**config.mk**
```make
export PLATFORM = sky130hd
export DESIGN_NAME = coderom_loader
export DESIGN_NICKNAME = d
export VERILOG_FILES = /design/src/rtl/coderom_loader_pkg.sv /design/src/rtl/coderom_bank_decode.sv /design/src/rtl/coderom_loader.sv
export SDC_FILE = /design/constraint.sdc
export NUM_CORES = 1
export LEC_CHECK = 0
export CAP_MARGIN = 10
export CORE_ASPECT_RATIO = 0.7
export CORE_UTILIZATION = 55
export CTS_BUF_LIST = sky130_fd_sc_hd__clkbuf_16
export CTS_CLUSTER_SIZE = 30
export DETAILED_ROUTE_END_ITERATION = 8
export PLACE_DENSITY = 0.85
export SLEW_MARGIN = 20
export SYNTH_ARGS = -nofsm -noshare
export SYNTH_HDL_FRONTEND = slang
export SYNTH_SLANG_ARGS = --single-unit
```
**constraint.sdc**
```tcl
create_clock -name clk -period 3.8 [get_ports clk]
set_clock_uncertainty 0.05 [all_clocks]
set_input_delay 0.57 -clock clk [delete_from_list [all_inputs] [get_ports clk]]
set_output_delay 0.57 -clock clk [all_outputs]
set_load 0.02 [all_outputs]
```
**src/rtl/coderom_loader_pkg.sv**
```systemverilog
// Shared constants and state encoding for the code ROM writer and reader.
package coderom_loader_pkg;

    localparam int unsigned CODEROM_BANK_AW    = 13;
    localparam int unsigned CODEROM_NBANKS     = 4;
    localparam int unsigned CODEROM_IMAGE_SIZE = CODEROM_NBANKS << CODEROM_BANK_AW;

    typedef enum logic [2:0] {
        ST_IDLE   = 3'd0,
        ST_ACCEPT = 3'd1,
        ST_STROBE = 3'd2,
        ST_HOLD   = 3'd3,
        ST_CK_HI  = 3'd4,
        ST_CK_LO  = 3'd5,
        ST_DONE   = 3'd6,
        ST_ERROR  = 3'd7
    } state_t;

endpackage

```
**src/rtl/coderom_bank_decode.sv**
```systemverilog
// Bank select decoder: bank index plus strobe -> one-hot active-low write enables.
module coderom_bank_decode #(
    parameter int unsigned NBANKS = 4,
    parameter int unsigned SEL_W  = 2
) (
    input  logic [SEL_W-1:0]  bank_i,
    input  logic              strobe_i,
    output logic [NBANKS-1:0] we_n_o
);

    // Drive low only the selected bank, and only while strobing.
    always_comb begin
        we_n_o = '1;
        if (strobe_i) begin
            for (int unsigned b = 0; b < NBANKS; b++) begin
                if (SEL_W'(b) == bank_i) begin
                    we_n_o[b] = 1'b0;
                end
            end
        end
    end

endmodule

```
**src/rtl/coderom_loader.sv**
```systemverilog
// Code ROM loader: writes a valid/ready byte stream sequentially into the ROM
// banks and holds the CPU in reset until the whole image is in place.
// Optional trailer checksum verification: define CODEROM_LOADER_CKSUM_EN.
module coderom_loader
    import coderom_loader_pkg::*;
#(
    parameter int unsigned BANK_AW = CODEROM_BANK_AW,
    parameter int unsigned NBANKS  = CODEROM_NBANKS
) (
    input  logic               clk,
    input  logic               reset,
    input  logic               start,
    input  logic [7:0]         in_data,
    input  logic               in_valid,
    output logic               in_ready,
    output logic [BANK_AW-1:0] wr_a,
    output logic [7:0]         wr_d,
    output logic [NBANKS-1:0]  wr_we_n,
    output logic               busy,
    output logic               done,
    output logic               error,
    output logic               cpu_hold
);

    localparam int unsigned ADDR_W = BANK_AW + $clog2(NBANKS);
    localparam int unsigned SEL_W  = (NBANKS > 1) ? $clog2(NBANKS) : 1;
    localparam logic [ADDR_W-1:0] LAST_ADDR = ADDR_W'((NBANKS << BANK_AW) - 1);

    state_t              state_q, state_d;
    logic [ADDR_W-1:0]   addr_q, addr_d;
    logic [BANK_AW-1:0]  wr_a_q, wr_a_d;
    logic [7:0]          wr_d_q, wr_d_d;
    logic [NBANKS-1:0]   we_n_q, we_n_d;
    logic                busy_q, busy_d;
    logic                done_q, done_d;
    logic                hold_q, hold_d;
`ifdef CODEROM_LOADER_CKSUM_EN
    logic [15:0]         sum_q, sum_d;
    logic [7:0]          ck_hi_q, ck_hi_d;
    logic                error_q, error_d;
`endif

    logic [SEL_W-1:0]    bank_sel;
    logic [NBANKS-1:0]   dec_we_n;

    assign bank_sel = SEL_W'(addr_q >> BANK_AW);

    coderom_bank_decode #(
        .NBANKS (NBANKS),
        .SEL_W  (SEL_W)
    ) u_decode (
        .bank_i   (bank_sel),
        .strobe_i (in_valid && (state_q == ST_ACCEPT)),
        .we_n_o   (dec_we_n)
    );

    // Next-state, datapath and status flag logic.
    always_comb begin
        state_d  = state_q;
        addr_d   = addr_q;
        wr_a_d   = wr_a_q;
        wr_d_d   = wr_d_q;
        we_n_d   = we_n_q;
        busy_d   = busy_q;
        done_d   = done_q;
        hold_d   = hold_q;
        in_ready = 1'b0;
`ifdef CODEROM_LOADER_CKSUM_EN
        sum_d    = sum_q;
        ck_hi_d  = ck_hi_q;
        error_d  = error_q;
`endif
        case (state_q)
            ST_IDLE, ST_DONE, ST_ERROR: begin
                if (start) begin
                    state_d = ST_ACCEPT;
                    addr_d  = '0;
                    busy_d  = 1'b1;
                    done_d  = 1'b0;
                    hold_d  = 1'b1;
`ifdef CODEROM_LOADER_CKSUM_EN
                    sum_d   = '0;
                    error_d = 1'b0;
`endif
                end
            end
            ST_ACCEPT: begin
                in_ready = 1'b1;
                if (in_valid) begin
                    wr_d_d  = in_data;
                    wr_a_d  = addr_q[BANK_AW-1:0];
                    we_n_d  = dec_we_n;
`ifdef CODEROM_LOADER_CKSUM_EN
                    sum_d   = sum_q + 16'(in_data);
`endif
                    state_d = ST_STROBE;
                end
            end
            ST_STROBE: begin
                we_n_d  = '1;
                state_d = ST_HOLD;
            end
            ST_HOLD: begin
                // Address and data stay put for one cycle after the strobe rises.
                if (addr_q == LAST_ADDR) begin
`ifdef CODEROM_LOADER_CKSUM_EN
                    state_d = ST_CK_HI;
`else
                    state_d = ST_DONE;
                    busy_d  = 1'b0;
                    done_d  = 1'b1;
                    hold_d  = 1'b0;
`endif
                end else begin
                    addr_d  = addr_q + 1'b1;
                    state_d = ST_ACCEPT;
                end
            end
`ifdef CODEROM_LOADER_CKSUM_EN
            ST_CK_HI: begin
                in_ready = 1'b1;
                if (in_valid) begin
                    ck_hi_d = in_data;
                    state_d = ST_CK_LO;
                end
            end
            ST_CK_LO: begin
                in_ready = 1'b1;
                if (in_valid) begin
                    busy_d = 1'b0;
                    if ({ck_hi_q, in_data} == sum_q) begin
                        state_d = ST_DONE;
                        done_d  = 1'b1;
                        hold_d  = 1'b0;
                    end else begin
                        state_d = ST_ERROR;
                        error_d = 1'b1;
                    end
                end
            end
`endif
            default: state_d = ST_IDLE;
        endcase
    end

    // State and output registers; reset releases any active strobe at once.
    always_ff @(posedge clk or posedge reset) begin
        if (reset) begin
            state_q <= ST_IDLE;
            addr_q  <= '0;
            wr_a_q  <= '0;
            wr_d_q  <= '0;
            we_n_q  <= '1;
            busy_q  <= 1'b0;
            done_q  <= 1'b0;
            hold_q  <= 1'b1;
`ifdef CODEROM_LOADER_CKSUM_EN
            sum_q   <= '0;
            ck_hi_q <= '0;
            error_q <= 1'b0;
`endif
        end else begin
            state_q <= state_d;
            addr_q  <= addr_d;
            wr_a_q  <= wr_a_d;
            wr_d_q  <= wr_d_d;
            we_n_q  <= we_n_d;
            busy_q  <= busy_d;
            done_q  <= done_d;
            hold_q  <= hold_d;
`ifdef CODEROM_LOADER_CKSUM_EN
            sum_q   <= sum_d;
            ck_hi_q <= ck_hi_d;
            error_q <= error_d;
`endif
        end
    end

    assign wr_a     = wr_a_q;
    assign wr_d     = wr_d_q;
    assign wr_we_n  = we_n_q;
    assign busy     = busy_q;
    assign done     = done_q;
    assign cpu_hold = hold_q;
`ifdef CODEROM_LOADER_CKSUM_EN
    assign error    = error_q;
`else
    assign error    = 1'b0;
`endif

endmodule

```
==> reports/qor.csv <==
stage,metric,value,unit
status,status,"finished, final reports clean",
synth,synth_nets,197,
synth,netlist_area,2180,um^2
placement,port_buffers,40,
synth,synth_flop_cell,dfrtp_1,
die,die_y,54.7,um
synth,syn_inst,184,
detailed_routing,via_count,1627,
critical_path,worst-r2r-setup-slack,1530,ps
critical_path,critPathLaunchType,register,
timing,hold_viol,0,
timing,clock.fmax,414,MHz
synth,yosys.area.top_type_share,47.0,%
die,dieArea,4230,um^2
die,core_area,3650,um^2
clocking,cts_buffer_depth,2,
clocking,clk_pin_slew,60,ps
die,die_w,77.3,um
critical_path,path_class,register to output pin,
synth,synth_edf_count,0,
power,peakVddDrop,509,uV
synth,synth_warnings,0,
detailed_routing,drt_first_pass_iters,4,
layout,antennaDiodeCount,0,
critical_path,endpoint_kind,output pin,
critical_path,r2r_cells,4,
global_routing,grt_max_degree,47,
timing,fin_setup_tns,0,ps
synth,postSynth.asyncResetShare,100,%
min_path,min_from,busy,
placement,dp_hpwl,3.17,mm
global_routing,grt_pass1_wl,7.55,mm
min_path,hp-class,register to register,
clocking,cts_tree,yes,
clocking,insertion_delay,290,ps
clocking,clock_sinks,46,
detailed_routing,viasPerCell,6.00,
clocking,cts-resized-gates,0,
synth,synthTopCellsByArea,"dfrtp_1 47%, mux2_2 11%, dfstp_2 6.0%, a31oi_1 2.6%, a21oi_1 2.5%",
min_path,hold_depth,1,
global_routing,grtUsageTotal,24.4,%
detailed_routing,drt_iter0_markers,107,
detailed_routing,post_drt_wl_per_cell,17.1,um
placement,globalplace.congestion,0.850,
critical_path,cp.required,3180,ps
timing,timing.final.ws_setup,1390,ps
min_path,whs_endpoint,busy,
clocking,h-tree-depth,2,
critical_path,reg2reg_to,state_q[0],
layout,fillers,245,
global_routing,overflow,0,
flow_run,max_cap_violations,0,
global_routing,antenna_found_initial,0,
synth,ys_seq_area_share,53.0,%
timing,drv_slew,0,
timing,maxSlewHeadroom,29.8,%
detailed_routing,ant_nets,0,
synth,synth_top_area_cell,dfrtp_1,
die,initial_utilization,59.9,%
layout,drive_gt1_share,21.3,%
timing,report.final.setup_viol,0,
critical_path,worstPathMaxFanout,6,
critical_path,arrival,1790,ps
synth,ys_ff_latch,46,
power,p_leak,1.21,nW
synth,yosysUniqueCellTypes,45,
timing,rsz0062_at_grt,false,
clocking,root_buffer,clkbuf_16,
power,total_power,1.95,mW
clocking,numCtsBuffers,5,
layout,utilization,74.3,%
clocking,cts-hold-fix-buffers,0,
die,ios,42,
detailed_routing,wirelength,4.62,mm
die,std_cell_rows,18,
layout,num-nets-final,234,
placement,pre_cts_slack,1440,ps
global_routing,grt_pass1_vias,1601,
timing,post-route-period-util,63.5,%
synth,syn_area_per_cell,11.9,um^2
power,powerDensity,718,nW/um^2
clocking,postCtsSetupBuffers,0,
timing,period_needed,2410,ps
layout,area_growth,24.1,%
timing,worst_pin_slew,1050,ps
critical_path,r2r_start,state_q[2],
detailed_routing,drc,0,
power by group:
part           leakage, nW  switching, mW  internal, mW  total [mW]
sequential           0.591          0.115         0.629       0.744
clock               0.0694          0.173         0.237       0.410
combinational        0.550          0.413         0.378       0.791
total                 1.21          0.701          1.24        1.95
kinds of logic (layout without fill, tap and decap cells):
| kind of cell | count (synthesis) | after routing | share of synthesized area, % |
|---|---|---|---|
| buffers and inverters | 18 | 55 | 4.98 |
| adder cells (fa/ha/maj) | 1 | 1 | 0.573 |
| AO/OA/AOI/OAI | 44 | 44 | 15.8 |
| flip-flops | 46 | 46 | 53.0 |
| AND/OR/NAND/NOR | 50 | 50 | 13.2 |
| multiplexers | 24 | 24 | 12.3 |
| other | 1 | 1 | 0.172 |
critical path: stages, from the launching register on:
cell,delay (ps)
dfrtp_1,430
inv_1,160
nor3_1,270
clkdlybuf4s50_1,650
cell usage in the layout (no fill, tap or decap), types with 2 or more instances in the layout:
master and n:
clkbuf_16 5, clkinv_2 2, clkdlybuf4s50_1 40, nand3_1 4
a211o_1 2, a221o_1 2, and2_1 2, inv_1 6
a31oi_1 9, and4_1 2, o21a_1 2, mux2i_1 2
a21oi_1 11, nand2b_1 3, dfrtp_1 41, nor3_1 2
a21o_1 3, nor2_1 8, and3_1 5, nand4_1 2
a41oi_1 2, nand3b_1 2, a32o_1 2, mux2_2 22
dfstp_2 5, o32a_1 2, and3_2 3, buf_4 2
nand2_1 11
sequential cells by signal (all words and copies together) (netlist names):
register / count
addr_q: 15
wr_a: 13
wr_d: 8
wr_we_n: 4
state_q: 3
busy: 1
cpu_hold: 1
done: 1
final cells by class:
| type | count | area (um^2) | area share, % |
|---|---|---|---|
| Inverter | 6 | 22.5 | 0.831 |
| Tap cell | 50 | 62.6 | 2.31 |
| Clock inverter | 2 | 10.0 | 0.369 |
| Timing Repair Buffer | 42 | 415 | 15.3 |
| Multi-Input combinational cell | 120 | 918 | 33.9 |
| Sequential cell | 46 | 1160 | 42.7 |
| Clock buffer | 5 | 125 | 4.61 |
metrics by stage:
step | hold WS (ps) | instances | instance area [um^2]
3_3_place_gp | 424 | 264 | 2580
6_report | 433 | 271 | 2710
5_1_grt | 453 | 271 | 2710
4_1_cts | 438 | 271 | 2710
2_1_floorplan | 389 | 184 | 2180
3_5_place_dp | 421 | 264 | 2580
worst max path at each step:
stage / from / to / depth (start not counted)
after detailed placement: start / addr_q[1] / 5
after CTS: state_q[0] / in_ready / 3
after global routing: state_q[0] / in_ready / 3
final: state_q[0] / in_ready / 3
after floorplan: addr_q[0] / addr_q[9] / 7
after global placement: start / busy / 5
synth_stat cells (2+ instances only):
master     n
and2_1     2
a41oi_1    2
nand3b_1   2
mux2i_1    2
nand3_1    4
dfrtp_1   41
and3_1     5
buf_4      3
inv_1      6
buf_2      6
nor2_1     8
a21oi_1   11
mux2_2    22
dfstp_2    5
buf_6      3
and3_2     3
a221o_1    2
a21o_1     3
nand2b_1   3
o32a_1     2
nand4_1    2
nor3_1     2
a211o_1    2
a31oi_1    9
o21a_1     2
and4_1     2
a32o_1     2
nand2_1   11
routing by layer:
layer,track usage [%],vias to the layer above,routed length (um)
met4,9.43,0,44
met2,39.8,47,2280
met1,30.6,821,2020
li1,-,755,-
met5,0,-,0
met3,8.67,4,270
Note: power is estimated with default switching activity, not from simulation.
